--- config.mk ---
export PLATFORM = sky130hd
export DESIGN_NAME = div_s4_bits
export DESIGN_NICKNAME = d
export VERILOG_FILES = /design/src/rtl/div_s4_pkg.sv /design/src/rtl/div_u4_step.sv /design/src/rtl/div_s4_bits.sv
export SDC_FILE = /design/constraint.sdc
export NUM_CORES = 1
export LEC_CHECK = 0
export ABC_AREA = 1
export BUFFER_PORTS_ARGS = -buffer_cell sky130_fd_sc_hd__buf_4
export CORE_MARGIN = 4
export CORE_UTILIZATION = 28
export DETAILED_ROUTE_END_ITERATION = 8
export PLACE_DENSITY_LB_ADDON = 0.05
export SYNTH_ARGS = -nofsm -noshare
export SYNTH_HDL_FRONTEND = slang
export SYNTH_SLANG_ARGS = --single-unit
export TNS_END_PERCENT = 10
--- constraint.sdc ---
create_clock -name clk -period 2.45 [get_ports clk]
set_input_delay 0.1225 -clock clk [delete_from_list [all_inputs] [get_ports clk]]
set_output_delay 0.1225 -clock clk [all_outputs]
set_load 0.1 [all_outputs]
--- src/rtl/div_s4_pkg.sv ---
// div_s4_pkg: shared state encoding, operand width and step count for the signed 4-bit divider
package div_s4_pkg;
  localparam int W = 4;
  localparam int STEPS = 4;
  typedef enum logic [1:0] {IDLE, CALC, FIX} state_t;
endpackage

--- src/rtl/div_u4_step.sv ---
// div_u4_step: one unsigned restoring step; ports r_in/d_bit/dvs in, r_out/q_bit out
module div_u4_step
  import div_s4_pkg::*;
(
  input  logic [W-1:0] r_in,
  input  logic         d_bit,
  input  logic [W-1:0] dvs,
  output logic [W-1:0] r_out,
  output logic         q_bit
);
  logic [W+1:0] trial;
  assign trial = {1'b0, r_in, d_bit} - {2'b00, dvs};
  assign q_bit = ~trial[W+1];
  assign r_out = q_bit ? trial[W-1:0] : {r_in[W-2:0], d_bit};
endmodule

--- src/rtl/div_s4_bits.sv ---
// div_s4_bits: signed 4-bit sequential divider; clk/rst/start/x/y in, quot/rem/busy/done/div_by_zero/overflow out
module div_s4_bits
  import div_s4_pkg::*;
(
  input  logic         clk,
  input  logic         rst,
  input  logic         start,
  input  logic [W-1:0] x,
  input  logic [W-1:0] y,
  output logic [W-1:0] quot,
  output logic [W-1:0] rem,
  output logic         busy,
  output logic         done,
  output logic         div_by_zero,
  output logic         overflow
);
  state_t state_q, state_d;
  logic [W-1:0] a_q, a_d, b_q, b_d, r_q, r_d, quot_q, quot_d, rem_q, rem_d;
  logic [1:0] cnt_q, cnt_d;
  logic sq_q, sq_d, sr_q, sr_d, zero_q, zero_d, ovp_q, ovp_d;
  logic busy_q, busy_d, done_q, done_d, dbz_q, dbz_d, ovf_q, ovf_d;
  logic [W-1:0] step_r, rv;
  logic step_b;
  div_u4_step u_step (
    .r_in  (r_q),
    .d_bit (a_q[W-1]),
    .dvs   (b_q),
    .r_out (step_r),
    .q_bit (step_b)
  );
  assign rv = zero_q ? a_q : r_q;
  always_comb begin
    state_d = state_q;
    a_d = a_q;
    b_d = b_q;
    r_d = r_q;
    cnt_d = cnt_q;
    sq_d = sq_q;
    sr_d = sr_q;
    zero_d = zero_q;
    ovp_d = ovp_q;
    quot_d = quot_q;
    rem_d = rem_q;
    busy_d = busy_q;
    dbz_d = dbz_q;
    ovf_d = ovf_q;
    done_d = 1'b0;
    if (state_q == IDLE && start) begin
      a_d = x[W-1] ? -x : x;
      b_d = y[W-1] ? -y : y;
      r_d = '0;
      cnt_d = '0;
      sq_d = x[W-1] ^ y[W-1];
      sr_d = x[W-1];
      zero_d = y == '0;
      ovp_d = x == 4'h8 && y == 4'hF;
      busy_d = 1'b1;
      dbz_d = 1'b0;
      ovf_d = 1'b0;
      state_d = y == '0 ? FIX : CALC;
    end else if (state_q == CALC) begin
      a_d = {a_q[W-2:0], step_b};
      r_d = step_r;
      cnt_d = cnt_q + 2'd1;
      state_d = cnt_q == 2'(STEPS - 1) ? FIX : CALC;
    end else if (state_q == FIX) begin
      // a divide by zero leaves |x| untouched in a_q, so rem rebuilds x itself
      quot_d = zero_q ? 4'hF : (sq_q ? -a_q : a_q);
      rem_d = sr_q ? -rv : rv;
      dbz_d = zero_q;
      ovf_d = ovp_q;
      done_d = 1'b1;
      busy_d = 1'b0;
      state_d = IDLE;
    end else if (state_q != IDLE) begin
      state_d = IDLE;
    end
  end
  always_ff @(posedge clk or posedge rst) begin
    if (rst) begin
      state_q <= IDLE;
      a_q <= '0;
      b_q <= '0;
      r_q <= '0;
      cnt_q <= '0;
      sq_q <= 1'b0;
      sr_q <= 1'b0;
      zero_q <= 1'b0;
      ovp_q <= 1'b0;
      quot_q <= '0;
      rem_q <= '0;
      busy_q <= 1'b0;
      done_q <= 1'b0;
      dbz_q <= 1'b0;
      ovf_q <= 1'b0;
    end else begin
      state_q <= state_d;
      a_q <= a_d;
      b_q <= b_d;
      r_q <= r_d;
      cnt_q <= cnt_d;
      sq_q <= sq_d;
      sr_q <= sr_d;
      zero_q <= zero_d;
      ovp_q <= ovp_d;
      quot_q <= quot_d;
      rem_q <= rem_d;
      busy_q <= busy_d;
      done_q <= done_d;
      dbz_q <= dbz_d;
      ovf_q <= ovf_d;
    end
  end
  assign quot = quot_q;
  assign rem = rem_q;
  assign busy = busy_q;
  assign done = done_q;
  assign div_by_zero = dbz_q;
  assign overflow = ovf_q;
endmodule

# == Word-level counts from Yosys, hierarchy flattened ==
# Cells that the tools add are included.
# totals
ff_bits,32
latch_bits,0
ram_bits,0
rom_bits,0
input_bits,11
output_inout_bits,12
elab_cells,72
mem_count,0
# classes
n_addsub,6
multipliers,0
n_div,0
magnitude_cmp,0
eq_ne,6
n_shift,0
mux,31
bitwise_logic,4
n_reduce_logical,10
# op_table
op,n
4-bit two-way mux,11
2-bit two-way mux,8
4-bit negator,4
1-bit two-way mux,12
"4-bit equality test, second input constant",2
2-bit nonzero test,3
5-bit by 4-bit subtractor with 6-bit output,1
"2-bit equality test, second input constant",2
4-bit logical NOT,1
4-bit nonzero test,1
1-bit NOT,3
3-bit AND reduction,1
"2-bit by 1-bit adder with 2-bit output, second input constant",1
"2-bit by 1-bit equality test with 1-bit output, second input constant",1
1-bit logical AND,2
2-bit logical NOT,1
"2-bit inequality test, second input constant",1
2-bit AND reduction,1
1-bit bitwise XOR,1

# == Longest topological paths before layout ==
# Gate-level depths: netlist (run 1).
# depth
ltp_word,5
ltp_mapped,9
ltp_nobuf,9

# == Modules after synthesis ==
# Synthesis (run 1) repeated with hierarchy kept, for this count alone.
# hier_totals
cells_unflattened,220
hier_area_um2,1851.8
# by_module_without_submodules
module,n_inst,cells_each,area_per_inst_um2,seq_area_each_um2
div_s4_bits,1,185,1615.3,800.8
div_u4_step,1,35,236.5,0.0

# == Least setup slack after synthesis (run 1) ==
# No wires, ideal clock.
# synth_path
path_kind,register to register
start,reg a_q[3]
end,reg r_q[2]
t_arrival_ns,1.261
slack_ns,1.071
path_stages_with_launch,8
period_less_slack_ns,1.379
cell_sequence,dfrtp_1 inv_1 ha_1 fa_1 xor2_1 nand2_1 nand3_1 nand2_1
# synth_via
elab_chain_cells,4
# synth_rtl
element,line,rtl
"start, declared",div_s4_bits.sv:18,"logic [W-1:0] a_q, a_d, b_q, b_d, r_q, r_d, quot_q, quot_d, rem_q, rem_d;"
"start signal, assigned",div_s4_bits.sv:82,a_q <= '0;
"start signal, assigned",div_s4_bits.sv:98,a_q <= a_d;
5-bit by 4-bit subtractor with 6-bit output,div_u4_step.sv:12,"assign trial = {1'b0, r_in, d_bit} - {2'b00, dvs};"
4-bit two-way mux,div_u4_step.sv:14,"assign r_out = q_bit ? trial[W-1:0] : {r_in[W-2:0], d_bit};"
4-bit two-way mux,div_s4_bits.sv:61,end else if (state_q == CALC) begin
4-bit two-way mux,div_s4_bits.sv:48,if (state_q == IDLE && start) begin
"end signal, assigned",div_s4_bits.sv:100,r_q <= r_d;
"end, declared",div_s4_bits.sv:18,
# No other way between the ends. The select of a mux whose other input is x is not followed.
# A chain may end at the register's enable or synchronous reset.

# == Worst setup path after layout (run 1) ==
# layout_path
start,reg state_q[1]
end,reg a_q[3]
# layout_via
elab_chain_cells,3
elab_cells_between_ends,5
# layout_rtl
element,line,rtl
"start, declared",div_s4_bits.sv:17,"state_t state_q, state_d;"
"start signal, assigned",div_s4_bits.sv:97,state_q <= state_d;
2-bit logical NOT,div_s4_bits.sv:48,
1-bit logical AND,div_s4_bits.sv:48,
4-bit two-way mux / 2-bit nonzero test (equally long branches),-,
# Several ways; a longest one is shown, not always the timed one.

==> results.md, run 1 <==
* Iter 0 DRT Violations at 54
* RSZ-0062 raised after global routing: false
* GR Util met3 at 0.0378
* Residual DRC at 0
* Total iterations of the first detailed-routing run at 4
* Largest net degree at the start of global routing at 23
* Status: completed
* Worst-skew pair later-pin latency at 280 ps
* Clk sinks at 32
* Post-synth top cells: 51 x nand2_1, 33 x inv_1, 32 x dfrtp_1, 17 x nor2_1, 17 x o21ai_0
* Worst Hold Class: in2reg
* GRT Total Usage at 0.131
* Final Instance Area at 2090 um^2
* Clk buf depth at 2
* Post-DP HPWL at 3.25 mm
* CP Max Fanout at 15
* Critical Path, Cell by Cell: inv_2 -> nand3_2 -> inv_1 -> nand4_1 -> a22oi_1
* Syn_area_per_cell at 8.05 um^2
* TritonCTS Buffers at 5
* Main flop type after synthesis: dfrtp_1
* Worst reg2reg startpoint: state_q[1]$_DFFE_PP0P_
* Initial antenna violation count at 0
* Hold path start: y[0]
* First-pass GRT wire length at 7.47 mm
* Setup crit start kind: flop
* CTS tree: done
* Post-CTS Setup Bufs at 0
* Hold-critical path depth at 3
* Die ar. at 7600 um^2
* Mux contribution to synthesized area at 0
* Starting density of the core at 0.293
* Final setup vio count at 0
* Slew margin rel. at 0.694
* EDFF count, synth at 0
* Synth area leader: dfrtp_1
* CP max stage cell: inv_1
* Area contributors post-synth: dfrtp_1 46%, nand2_1 11%, ha_1 7.1%
* CTS H-tree lvls at 2
* Post-Place Cell Area at 2000 um^2
* Synth Area in XOR/XNOR at 0.0200
* Sequential share of the synthesized area at 0.456
* GPL Wtd Cong at 0.772
* Die Height at 87.2 um
* Crit-path max cell delay at 430 ps
* Most common cell in the synthesized netlist: nand2_1
* Register bit total from synthesis at 32
* Req. time, crit path at 2650 ps
* Fmax at 587 MHz
* Post-Synth Simple-Gate Area at 0.231
* Syn Nets at 240
* Syn Std Cell Area at 1760 um^2
* Final hold slack at 122 ps
* Max Slew Vio Count at 0
* Port Buffers at 22
* Vias in the first global route at roughly 1.5k
* Asr flop ratio synth at 1.00
* Largest family of logic cells by synthesized area: simple AND/OR/NAND/NOR gates
* CTS clk-pin slew, worst paths at 70 ps
* Hold Crit Endpoint: b_q[0]$_DFFE_PP0P_
* Grt met2 use at 0.208
* Skew final at 6.49 ps
* Layout cells sized above 1 at 0.151
* Via count at 1429
* Reg2reg end: a_q[3]$_DFFE_PP0P_
* Max VDD drop at 0.547 mV
* Adder-cell share of the synthesized area at 0.0827
* Worst reg-to-reg setup slack at approximately 750 ps
* Setup TNS at 0 ps
* Post-synthesis compound-gate area fraction at 0.119
* Avg WL per Cell at 13.4 um
* Row cnt at 28
* ANT nets after route at 0
* Via density at between 4 and 5
* Pleak at approximately 1.1 nW
* GR peak layer: met2
* Crit share post-route at 0.695
* Total grt overflow at 0
* Nets at between 200 and 300
* N_diodes at 0
* WL final at 4.30 mm
* IO Pins at 23
* Final hold vios at 0
* Clock Tree Root: clkbuf_8
* P&R area growth vs syn at 19.1%
* YS warnings at 0
* Core Region at 5990 um^2
* Cell Pwr Density at 1510 nW/um^2
* Die Span X at roughly 87 um
* Crit path capture type: flop
* Crit Path Category: reg2reg
* Grt met1 use at 0.172
* Crit path arrival time at 1900 ps
* Max-Cap Viols at 0
* Actual slew at the worst max-slew pin at ~460 ps
* Post-Synthesis Cells at 218
* Fin crit period at 1700 ps
* Synth top area share at 0.456
* FF-to-FF path depth at 5
* Synth cell types at 27
==> timing repair <==
item	4_1_cts	5_1_grt
setup endpoints to repair	0	0
hold buffers	1	0
endpoints found under the hold margin	10	0
resized for setup	0	0
==> where the power goes <==
part           internal (mW)  total, mW  switching, mW
clock                  0.193      0.391          0.198
sequential             0.753      0.910          0.157
combinational          0.518       1.86           1.34
==> state kept, by name, indices dropped and copies added (netlist names) <==
signal / flops
a_q: 4
b_q: 4
quot: 4
r_q: 4
rem: 4
cnt_q: 2
state_q: 2
busy: 1
div_by_zero: 1
done: 1
overflow: 1
ovp_q: 1
sq_q: 1
sr_q: 1
zero_q: 1
==> stage by stage <==
stage	cells	power, mW	worst slack [ps]	util
finish	320	3.16	746	0.349
global route	320	3.47	580	0.349
CTS	320	3.21	716	0.349
detailed placement	312	2.80	733	0.334
global placement	312	2.81	698	0.334
floorplan	218	2.36	1070	-
==> cells in the final DEF (no fill, tap or decap), drive strengths merged <==
cell	Yosys	routed
o221ai	2	2
clkbuf	1	6
inv	37	37
ha	10	10
dlygate4sd3	0	1
fa	1	1
nand4	5	5
nand3	15	15
o21ai	24	24
nor2	19	19
o21bai	1	1
a22o	1	1
clkinv	0	1
a21oi	7	7
o22ai	1	1
a31oi	1	1
a22oi	1	1
dfrtp	32	32
xor2	3	3
nor3	1	1
nand2	52	52
buf	3	23
xnor2	1	1
==> area by class of cell <==
class | count | area, um^2
fillers | 661 | 3900
flip-flops and latches | 32 | 801
multi-input cells | 145 | 795
repair buffers | 24 | 183
inverters | 37 | 141
well taps | 75 | 93.8
clock buffers | 6 | 72.6
clock inverters | 1 | 5.00
==> layer usage <==
metal / up-vias / part of all wire / wire length (um)
met3: 4 / 0.041 / 178
met2: 24 / 0.44 / 1910
met4: 0 / 0.010 / 43
li1: 760 / - / -
met5: - / 0 / 0
met1: 641 / 0.50 / 2170
==> logic make-up (layout without fill, tap and decap cells) <==
logic type               Yosys count  in the layout
AO/OA/AOI/OAI                     38             38
XOR/XNOR                           4              4
adder cells (fa/ha/maj)           11             11
buffers and inverters             41             68
flip-flops                        32             32
AND/OR/NAND/NOR                   92             92
==> worst max-delay path, delay by kind of cell (launching register included) <==
kind                   cells  cell delay, ps
AND/OR/NAND/NOR            2             500
flip-flops                 1             410
buffers and inverters      2             530
AO/OA/AOI/OAI              1             180
==> worst max-delay path by stage <==
stage	start	to	slack, ps	depth (start not counted)
4_1_cts	state_q[1]$_DFFE_PP0P_	a_q[3]$_DFFE_PP0P_	720	5
3_3_place_gp	state_q[1]$_DFFE_PP0P_	a_q[3]$_DFFE_PP0P_	700	5
5_1_grt	state_q[1]$_DFFE_PP0P_	a_q[3]$_DFFE_PP0P_	580	5
6_report	state_q[1]$_DFFE_PP0P_	a_q[3]$_DFFE_PP0P_	750	5
2_1_floorplan	a_q[3]$_DFFE_PP0P_	r_q[2]$_DFFE_PP0P_	1070	7
3_5_place_dp	state_q[1]$_DFFE_PP0P_	a_q[3]$_DFFE_PP0P_	730	5
Power figures use the tool's default switching activity.
==> run 2: changes to the inputs <==
--- a/config.mk
+++ b/config.mk
@@ -5,7 +5,7 @@
 export SDC_FILE = /design/constraint.sdc
 export NUM_CORES = 1
 export LEC_CHECK = 0
-export ABC_AREA = 1
+export ABC_AREA = 0
 export BUFFER_PORTS_ARGS = -buffer_cell sky130_fd_sc_hd__buf_4
 export CORE_MARGIN = 4
 export CORE_UTILIZATION = 28
==> constraint.sdc (replaced) <==
create_clock -name clk -period 1.74 [get_ports clk]
set_input_delay 0.087 -clock clk [delete_from_list [all_inputs] [get_ports clk]]
set_output_delay 0.087 -clock clk [all_outputs]
set_load 0.1 [all_outputs]
==> run 2 against run 1 <==
Synthesized cell count fell by 14%. Routed wire length up 0.98%. Fmax increased by 5.2%. Register-to-register slack worse by 630 ps. Via count decreased by 0.49%. Core utilization up 2.1 points. Clock power increased by 58%. Combinational power rose by 47%. Global-route usage fell by 0.47 points. Critical endpoint is now r_q[1]$_DFFE_PP0P_.
==> results.md, run 2 <==
* IO Pins at 23 (unchanged)
* Final setup vio count at 0 (unchanged)
* Fmax at 618 MHz (+5.2%)
* Pleak at 1.02 nW (-5.4%)
* Filler Cells Inserted at 607 (-8.2%)
* Nets at 245 (-8.2%)
* Clk pwr share at 0.132 (+0.008)
* Sequential share of power at 0.283 (-0.005)
* Synth area leader: dfrtp_1
* Critical Path, Cell by Cell: inv_1 -> ha_1 -> o21ai_2 -> a21oi_4 -> or3_1 -> a32o_1
* Max VDD drop at 0.802 mV (+47%)
* TritonCTS Buffers at 5 (unchanged)
* Post-Synthesis Cells at 187 (-14%)
* Pint at 2.36 mW (+61%)
* CTS H-tree lvls at 2 (unchanged)
* Clk buf depth at 2 (unchanged)
* Crit share post-route at 0.931 (+0.235)
* Skew final at 10.3 ps (+3.78 ps)
* CP max stage cell: dfrtp_1
* Port Buffers at 22 (unchanged)
* Initial antenna violation count at 0 (unchanged)
* Post-synth top cells: 32 x dfrtp_1, 24 x nand2_1, 19 x o21ai_0, 14 x nor2_1, 12 x inv_1
* Iter 0 DRT Violations at 66 (+22%)
* Via density at 4.76 (+6.5%)
* Via count at 1422 (-0.49%)
* N_diodes at 0 (unchanged)
* Clk sinks at 32 (unchanged)
* Switch Pwr at 2.33 mW (+38%)
* Largest net degree at the start of global routing at 33 (+43%)
* Starting density of the core at 0.293 (+0.000418)
* Die Height at 87.2 um (about the same)
* Syn_area_per_cell at 9.40 um^2 (+17%)
* Register bit total from synthesis at 32 (unchanged)
* Avg WL per Cell at 14.5 um (+8.1%)
* CTS tree: done
* Layout cells sized above 1 at 0.210 (+0.0588)
* Max Slew Vio Count at 0 (unchanged)
* Sw Share at 0.496 (-0.0399)
* YS warnings at 0 (unchanged)
* Crit Path Category: reg2reg
* Worst Setup EP: r_q[1]$_DFFE_PP0P_
* Asr flop ratio synth at 1.00 (unchanged)
* Crit path arrival time at 1790 ps (-110 ps)
* Sequential share of the synthesized area at 0.456 (-0.000649)
* GRT Total Usage at 0.126 (-0.00470)
* Synth top area share at 0.456 (-0.000649)
* Worst-skew pair later-pin latency at 290 ps (about the same)
* Combinational Power Share at 0.585 (-0.003)
* Cell Pwr Density at 2120 nW/um^2 (+40%)
* Main flop type after synthesis: dfrtp_1
* P&R area growth vs syn at 26.0%
* Final hold vios at 0 (unchanged)
* Die ar. at 7610 um^2 (+0.13%)
* Row cnt at 28 (unchanged)
* Req. time, crit path at 1910 ps (-740 ps)
* Area contributors post-synth: dfrtp_1 46%, ha_1 7.1%, o21ai_0 5.4%
* Max-Cap Viols at 0 (unchanged)
* Total grt overflow at 0 (unchanged)
* Syn Nets at 209 (-13%)
* Setup crit start kind: flop
* WL final at 4.34 mm (+0.98%)
* Setup TNS at 0 ps (unchanged)
* Most common cell in the synthesized netlist: dfrtp_1
* Post-DP HPWL at 3.24 mm (about the same)
* RSZ-0062 raised after global routing: false
* Crit-path max cell delay at 360 ps (-70 ps)
* Vias in the first global route at 1463 (-4.9%)
* Synth cell types at 33 (+22%)
* Status: completed
* Register area at 801 um^2 (unchanged)
* Worst reg-to-reg setup slack at 120 ps (-630 ps)
* Actual slew at the worst max-slew pin at 554 ps (+96.2 ps)
* CTS clk-pin slew, worst paths at 80 ps (about the same)
* Clock Tree Root: clkbuf_8
* Reg2reg end: r_q[1]$_DFFE_PP0P_
* Final worst slack at 121 ps (-626 ps)
* Residual DRC at 0 (unchanged)
* Commonest cells after routing, fill and taps aside: 36 x buf_4, 32 x dfrtp_1, 24 x nand2_1
* Die Span X at 87.2 um (about the same)
* EDFF count, synth at 0 (unchanged)
* ANT nets after route at 0 (unchanged)
* FF-to-FF path depth at 6 (+1)
* Commonest non-fill, non-tap cell in the layout: buf_4
* Syn Std Cell Area at 1760 um^2 (+0.14%)
* Post-place setup slack at 15.4 ps (-717 ps)
* Crit path capture type: flop
* Fin crit period at 1620 ps (-84.5 ps)
* CP Max Fanout at 8 (-7)
* First-pass GRT wire length at 7.40 mm (-0.92%)
* Core Region at 5990 um^2 (unchanged)
* Worst reg2reg startpoint: b_q[2]$_DFFE_PP0P_
* GPL Wtd Cong at 0.753 (-2.5%)
* Area of the multi-input gates at 897 um^2 (+13%)
* Worst Hold Class: in2reg
* Total iterations of the first detailed-routing run at 4 (unchanged)
* Slew margin rel. at 0.630 (-0.0646)
* CP startpoint: b_q[2]$_DFFE_PP0P_
* Core Util, Final at 0.370 (+0.0207)
-- run 2: cell types whose count changed in the layout (fill, tap and decap cells not counted), moves of 8 or more --
| cell | previous run | this run |
|---|---|---|
| buf_4 | 23 | 36 |
| inv_1 | 33 | 12 |
| nand2_1 | 51 | 24 |
| nand2b_1 | 0 | 8 |
| nand3_1 | 14 | 0 |
| xnor2_1 | 1 | 9 |
-- run 2: area by class of cell --
| class | instances | share of cell area |
|---|---|---|
| inverters | 13 | 0.0220 |
| flip-flops and latches | 32 | 0.362 |
| multi-input cells | 134 | 0.405 |
| clock inverters | 1 | 0.00339 |
| clock buffers | 7 | 0.0390 |
| repair buffers | 37 | 0.127 |
| well taps | 75 | 0.0424 |
-- run 2: logic make-up (layout without fill, tap and decap cells) --
logic type,after synthesis,in the layout,share of synthesized area
simple gates,61,61,0.169
compound gates,47,47,0.166
flops,32,32,0.456
buf+inv,21,58,0.0477
fa+ha+maj,11,11,0.0826
xor+xnor,9,9,0.0448
mux,6,6,0.0342
-- run 2: through the flow --
step                      area (um^2)  hold slack [ps]  instances  power, mW
final                            2210             83.6        299       4.69
after global routing             2210             93.4        299       5.07
after CTS                        2190             72.7        299       4.62
after detailed placement         2090              220        290       3.98
after global placement           2090              212        290       3.95
after floorplan                  1760              192        187       3.24
-- run 2: layer usage --
metal	track usage	up-vias	share of wire
li1	-	715	-
met3	0.0341	5	0.042
met1	0.173	673	0.50
met2	0.189	29	0.44
met5	0	-	0
met4	0.0460	0	0.012
-- run 2: critical path, delay by kind of cell, from the launching register on --
| family | cells | cell delay (ps) |
|---|---|---|
| flip-flops | 1 | 360 |
| buffers and inverters | 1 | 80 |
| AND/OR/NAND/NOR | 1 | 310 |
| adder cells (fa/ha/maj) | 1 | 250 |
| AO/OA/AOI/OAI | 3 | 510 |
-- run 2: worst min path at each step --
stage	slack, ps	start	depth (start not counted)	endpoint
finish	80	x[3]	3	sr_q$_DFFE_PP0P_
global placement	210	rst	3	rem[0]$_DFFE_PP0P_
detailed placement	220	rst	3	rem[0]$_DFFE_PP0P_
CTS	70	x[3]	3	sr_q$_DFFE_PP0P_
global route	90	x[3]	3	sr_q$_DFFE_PP0P_
floorplan	190	x[3]	2	sr_q$_DFFE_PP0P_
-- run 2: repair_timing --
item / in CTS / in global routing
endpoints found under the setup margin: 0 / 4
gates resized for setup: 0 / 6
hold buffers: 1 / 0
buffers inserted: 0 / 0
hold endpoints to repair: 32 / 0
-- run 2: power groups by stage --
stage | clock network [mW] | logic (mW) | registers, mW
final | 0.619 | 2.74 | 1.33
after global routing | 0.682 | 3.01 | 1.38
after CTS | 0.636 | 2.65 | 1.33
after detailed placement | 0 | 2.63 | 1.35
after global placement | 0 | 2.62 | 1.33
after floorplan | 0 | 1.23 | 2.01
